==> src/rtl/truth_table_sweeper.sv <==
// Self-check sequencer for F = A(CD+B) + BC': walks all 16 {A,B,C,D} vectors,
// captures F per vector and scores the result against a golden truth table.
//
// state  | meaning
// IDLE   | waiting for start; outputs hold last result
// SETTLE | abcd_out driven, waiting SETTLE_CYCLES for f_in to settle
// SAMPLE | capture f_in into table_out[idx], advance or finish
// DONE   | one-cycle done pulse, pass updated, vector returns to 0
module truth_table_sweeper #(
  parameter int unsigned SETTLE_CYCLES = 3,
  parameter logic [15:0] GOLDEN        = 16'hF830
) (
  input  logic        clk,
  input  logic        rst_n,
  input  logic        start,
  input  logic        abort,
  input  logic        f_in,
  output logic [3:0]  abcd_out,
  output logic        busy,
  output logic        done,
  output logic [15:0] table_out,
  output logic [4:0]  mismatch_cnt,
  output logic        pass
);

  typedef enum logic [1:0] {IDLE, SETTLE, SAMPLE, DONE} state_t;

  localparam logic [3:0] CNT_LAST = 4'(SETTLE_CYCLES - 1);

  state_t     state;
  logic [3:0] idx;
  logic [3:0] cnt;
  logic       miss;

  assign miss = f_in ^ GOLDEN[idx];

  always_ff @(posedge clk or negedge rst_n) begin
    if (!rst_n) begin
      state        <= IDLE;
      abcd_out     <= 4'd0;
      busy         <= 1'b0;
      done         <= 1'b0;
      table_out    <= 16'd0;
      mismatch_cnt <= 5'd0;
      pass         <= 1'b0;
      idx          <= 4'd0;
      cnt          <= 4'd0;
    end else begin
      done <= 1'b0;
      case (state)
        IDLE: begin
          if (start) begin
            table_out    <= 16'd0;
            mismatch_cnt <= 5'd0;
            idx          <= 4'd0;
            abcd_out     <= 4'd0;
            busy         <= 1'b1;
            cnt          <= 4'd0;
            state        <= SETTLE;
          end
        end
        SETTLE: begin
          if (abort) begin
            state    <= IDLE;
            busy     <= 1'b0;
            abcd_out <= 4'd0;
            pass     <= 1'b0;
            cnt      <= 4'd0;
          end else if (cnt == CNT_LAST) begin
            state <= SAMPLE;
          end else begin
            cnt <= cnt + 4'd1;
          end
        end
        SAMPLE: begin
          // abort beats capture, including on the final vector
          if (abort) begin
            state    <= IDLE;
            busy     <= 1'b0;
            abcd_out <= 4'd0;
            pass     <= 1'b0;
            cnt      <= 4'd0;
          end else begin
            table_out[idx] <= f_in;
            mismatch_cnt   <= mismatch_cnt + 5'(miss);
            if (idx == 4'd15) begin
              state <= DONE;
              done  <= 1'b1;
              busy  <= 1'b0;
              pass  <= (mismatch_cnt == 5'd0) && !miss;
            end else begin
              idx      <= idx + 4'd1;
              abcd_out <= idx + 4'd1;
              cnt      <= 4'd0;
              state    <= SETTLE;
            end
          end
        end
        DONE: begin
          abcd_out <= 4'd0;
          state    <= IDLE;
        end
        default: state <= IDLE;
      endcase
    end
  end

endmodule

==> config.mk <==
export PLATFORM = sky130hd
export DESIGN_NAME = truth_table_sweeper
export DESIGN_NICKNAME = d
export VERILOG_FILES = /design/src/rtl/truth_table_sweeper.sv
export SDC_FILE = /design/constraint.sdc
export NUM_CORES = 1
export LEC_CHECK = 0
export ABC_AREA = 1
export BUFFER_PORTS_ARGS = -buffer_cell sky130_fd_sc_hd__buf_2
export CORE_MARGIN = 4
export CORE_UTILIZATION = 45
export DETAILED_ROUTE_END_ITERATION = 7
export PLACE_DENSITY = 0.65
export SLEW_MARGIN = 30
export SYNTH_ARGS = -nofsm -noshare
export SYNTH_HDL_FRONTEND = slang
export SYNTH_SLANG_ARGS = --single-unit
export TNS_END_PERCENT = 50
==> constraint.sdc <==
create_clock -name clk -period 3.02 [get_ports clk]
set_clock_uncertainty 0.2 [all_clocks]
set_input_delay 0 -clock clk [delete_from_list [all_inputs] [get_ports clk]]
set_output_delay 0 -clock clk [all_outputs]
set_load 0.005 [all_outputs]
Yosys cells after proc, flatten, opt, wreduce, memory -nomap -nowiden. Memory sizes are Yosys's and may differ from the RTL's. Index checks and enable logic that the tools add are counted.

Bits in registers: 38. Latch bits: 0. Bits in writable memories: 0. Bits in read-only memories: 16. Input bits: 5. Output and inout port bits: 28. Word-level logic and storage cells: 83. Memories kept: 1.

Add/sub/neg operators: 3. Multiply operators: 0. Divide/modulo/power cells: 0. Magnitude comparators: 2. Eq/ne operators: 13. Shift operators: 0. Mux-type cells: 39. Bitwise gates (word level): 1. Reductions and logical operators: 15.

Memory list: (no name shown) (depth 16, bits a word 1, rd ports 1, clocked after memory_dff 0, wr ports 0, RTL line 35) `assign miss = f_in ^ GOLDEN[idx];`.

Operators with widths (number): $mux 4 (9); $mux 16 (2); $pmux 16 s2 (1); $bwmux 16 (1); $pmux 4 s4 (1); $ne 3x3->1 const B (4); $pmux 4 s3 (1); $reduce_and 4->1 (3); $mux 1 (11); $mux 2 (5); $mux 5 (2); $pmux 5 s2 (1); $reduce_and 3->1 (3); $add 4x1->4 const B (2); $ne 2x2->1 const B (4); $pmux 2 s4 (1); $pmux 4 s2 (1); $add 5x1->5 (1); $logic_not 5->1 (1); $lt 4x5->1 const B (1); $demux 1 s4 (1); $eq 2x2->1 const B (2); $eq 4x2->1 const B (1); $eq 4x4->1 const B (1); 11 further kinds (13).

Logic depth before layout (Yosys ltp).
Depth after elaboration: 8. Mapped depth: 15. Depth with buffers taken out: 15.

Worst setup path after synthesis. OpenSTA, ideal clock, no wires.

Path type: reg2reg. Start: register idx[0]. End: register mismatch_cnt[2]. Setup time: 0.121 ns. Arrival: 1.822 ns. Data required time: 2.699 ns. Setup slack: 0.877 ns. Cell stages (with the launch flop): 15. Path buffers: 0. Cells stage by stage: dfrtp_1 ha_1 inv_1 ha_1 inv_1 nand2_1 nand2_1 nand2_1 nand2_1 inv_1 ha_1 ha_1 xor2_1 nand3_1 o21ai_1.

Word-level cells in the longest chain between the ends: 6.

RTL lines: start: declaration (RTL line 31) `logic [3:0] idx;`; start signal: assignment (RTL line 92) `idx <= idx + 4'd1;`; $mem_v2 16x1; $mux 1 (implied by the code) (RTL line 35); $xor 1x1->1 (RTL line 35); $add 5x1->5 (RTL line 85) `mismatch_cnt <= mismatch_cnt + 5'(miss);`; $mux 5 (RTL line 77) `if (abort) begin`; $pmux 5 s2 (RTL line 50) `case (state)`; end signal: assignment (RTL line 85); end: declaration (RTL line 22) `output logic [4:0] mismatch_cnt,`.

No other way between the ends. The select of a mux whose other input is x is not followed. A chain may end at the register's enable or synchronous reset.

Final worst setup path.
Start: register state[0]. End: register abcd_out[2].

Word-level cells in the longest chain between the ends: 3. Elaborated cells on any way between the ends: 9. Those cells by class: eq/ne (6); mux (1); reduce/logical (2).

RTL lines: start: declaration (RTL line 30) `state_t state;`; start signal: assignment (RTL line 39) `state <= IDLE;`; start signal: assignment (RTL line 59) `state <= SETTLE;`; start signal: assignment (RTL line 64) `state <= IDLE;`; $eq 2x2->1 (tied with other cells) (RTL line 50); $ne 3x3->1 (no source line) or $ne 2x2->1 (tied branches); $reduce_and 3->1 (no source line); end signal: assignment (RTL line 93) `abcd_out <= idx + 4'd1;`; end: declaration (RTL line 18) `output logic [3:0] abcd_out,`.

Parallel ways exist; a longest one is shown, timed or not.

==> reports/metrics.cfg <==
[timing]
period_share_pct=90.0
finalSetupViolations=0
holdWs_ns=0.275
timing.slew.headroom_pct=66.8
hold_viol=0
final_max_slew_viol_count=0
fin_ws_ns=0.303
tns_ns=0
min_period_ns=2.72
worstMarginPinSlew_ns=0.497
rsz0062_at_grt=no
max_freq_mhz=368

[routing]
dr.pass1.iters=4
via_per_inst=4.89
drc=0
wl_per_cell_um=11.5
ant_nets=0
totalWireLength_mm=4.84
vias=2067
drt_iter0_drc=106

[clock_network]
cts_max_path_buffers=2
cts_setup_buffers=0
numCtsBuffers=5
cts-root-buf=clkbuf_8
clock_latency_ns=0.29
cts.clk_slew.worst_paths_ns=0.07
cts_tree=built
clock-sinks=38
htreeDepth=2
ctsResizeCount=0

[grt]
grt_antenna_before_repair=0
grt_pass1_vias=1971
overflow=0
groute.usage.overall_pct=17.5
grt_pass1_wl_mm=8.75
grt_max_degree=39

[worst_hold_path]
hold_path_class=register to register
min_from=table_out[10]$_DFFE_PN0P_
holdPathEnd=table_out[10]$_DFFE_PN0P_
hold_depth=2

[placed_design]
placedCellCount=409
pre_cts_slack_ns=0.681
hpwl_mm=3.51
place_area_um2=2460
gp_congestion=0.831
io_buffers=32

[floorplan]
start_util_pct=47.2
std_cell_rows=25
core-area_um2=4790
die_w_um=78.9
dieHeight_um=78.9
dieArea_um2=6220
io-pin-count=33

[critical_path]
critical_path_required_ns=2.99
worstPathArrival_ns=2.69
r2r_end=abcd_out[2]$_DFFE_PN0P_
r2r_setup_slack_ns=0.30
worst-path-max-fanout=10
slowest_delay_ns=0.55
cp-start-kind=register
cpMaxStageDelayCell=dlygate4sd3_1
critical_path.top_delay_family=buffers and inverters
reg2reg_from=state[0]$_DFFE_PN0P_
cp_common_cell=nand2_1
path_buf_inv=3
endpoint_kind=register
critical_path_class=register to register
r2r_cells=10
path_cells=inv_1 -> ha_1 -> inv_1 -> nor2_4 -> nand2_1 -> nand2_1 -> nor2_1 -> nand2_1 -> nand2_1 -> dlygate4sd3_1

[yosys]
synth_cell_types=22
yosysSeqAreaShare_pct=42.1
syn-num-nets=333
postSynthCellCount=315
synth_seq_cells=38
syn-cell-area_um2=2260
synth_warnings=0
syn_avg_cell_area_um2=7.18

[power_and_ir_drop]
power_mw=1.52
power.density_nw_per_um2=579
p_leak_nw=1.54
irDropWorstVdd_v=0.000351

[layout]
multi_input_area_um2=1130
antenna_cells=0
final-seq-area_um2=951
synthToLayoutAreaGrowth_pct=16.0
fin_nets=374
fin_cells=423
fill_cells=477
drive_above_1_share_pct=14.0
final_util_pct=54.8
design_area_um2=2620

[job]
maxCapViolCount=0

[outcome]
outcome=finished clean

cell type report:
type                    instances  area share (%)
multi-input cells             236            43.1
flip-flops and latches         38            36.3
repair buffers                 40            9.45
inverters                      35            5.01
well taps                      67            3.20
clock buffers                   5            2.62
clock inverters                 2           0.382
flip-flops by register name, summed over array words and instances, names as in the netlist:
signal,flops
mismatch_cnt,5
pass,1
table_out,16
state,2
cnt,4
idx,4
abcd_out,4
done,1
busy,1
layout by cell type (no fill, tap or decap):
| cell type | count |
|---|---|
| nand2_1 | 129 |
| buf_4 | 1 |
| buf_12 | 1 |
| or2_2 | 1 |
| inv_2 | 2 |
| a21oi_1 | 1 |
| nand2_2 | 1 |
| o21ai_1 | 3 |
| inv_1 | 33 |
| clkinv_2 | 2 |
| o21ai_0 | 13 |
| ha_1 | 13 |
| nor3_1 | 2 |
| nand3_1 | 30 |
| xor2_1 | 2 |
| nand4_1 | 5 |
| clkbuf_8 | 5 |
| nand2_4 | 1 |
| dfrtp_1 | 38 |
| nand3b_1 | 3 |
| nor2_4 | 2 |
| nor2_2 | 1 |
| buf_2 | 32 |
| o21ai_2 | 1 |
| nor2_1 | 28 |
| dlygate4sd3_1 | 6 |
worst max path at each step:
| stage | start | endpoint | cells past startpoint |
|---|---|---|---|
| global placement | idx[0]$_DFFE_PN0P_ | mismatch_cnt[2]$_DFFE_PN0P_ | 14 |
| finish | state[0]$_DFFE_PN0P_ | abcd_out[2]$_DFFE_PN0P_ | 10 |
| CTS | state[0]$_DFFE_PN0P_ | abcd_out[2]$_DFFE_PN0P_ | 10 |
| detailed placement | idx[0]$_DFFE_PN0P_ | mismatch_cnt[2]$_DFFE_PN0P_ | 14 |
| global route | state[0]$_DFFE_PN0P_ | abcd_out[2]$_DFFE_PN0P_ | 10 |
| floorplan | idx[0]$_DFFE_PN0P_ | mismatch_cnt[2]$_DFFE_PN0P_ | 14 |
what timing repair did:
| item | in CTS | in global routing |
|---|---|---|
| setup endpoints to repair | 0 | 0 |
| hold buffers | 5 | 1 |
| endpoints found under the hold margin | 63 | 11 |
cell families after synthesis:
| group | Yosys count | share of synthesized area (%) |
|---|---|---|
| xor gates and xnor gates | 2 | 0.775 |
| adders and majority gates | 13 | 7.19 |
| AOI/OAI and AO/OA | 18 | 4.15 |
| and+or+nand+nor | 203 | 37.9 |
| buffers and inverters | 41 | 7.97 |
| DFF | 38 | 42.1 |
worst reg2reg max path, delay by kind of cell, from the launching register on:
family        cells  cell delay (ns)
fa+ha+maj         1             0.44
buf+inv           3             0.90
flops             1             0.41
simple gates      6             0.65
power breakdown:
part / leakage, nW / internal, mW / switching [mW] / total (mW)
logic: 0.976 / 0.180 / 0.417 / 0.597
clock network: 0.0438 / 0.155 / 0.172 / 0.327
registers: 0.525 / 0.555 / 0.0402 / 0.595
total: 1.54 / 0.890 / 0.629 / 1.52
cells in the mapped netlist (all sizes together):
cell | n | area share [%]
nand2 | 131 | 22
inv | 35 | 5.8
a21oi | 1 | 0.22
nor3 | 2 | 0.44
o21ai | 17 | 3.9
nand4 | 5 | 1.4
or2 | 1 | 0.28
ha | 13 | 7.2
nor2 | 31 | 5.9
nand3 | 30 | 6.6
nand3b | 3 | 1.0
buf | 6 | 2.2
dfrtp | 38 | 42
xor2 | 2 | 0.77
metal layers:
| metal | share of wire, % | wire length [µm] | GRT usage (%) | up-vias |
|---|---|---|---|---|
| met2 | 49 | 2370 | 30.7 | 44 |
| met4 | 0.83 | 40 | 6.01 | 0 |
| met1 | 46 | 2220 | 21.8 | 951 |
| li1 | - | - | - | 1068 |
| met5 | 0 | 0 | 0 | - |
| met3 | 4.4 | 211 | 2.83 | 4 |
Power figures use the tool's default switching activity.
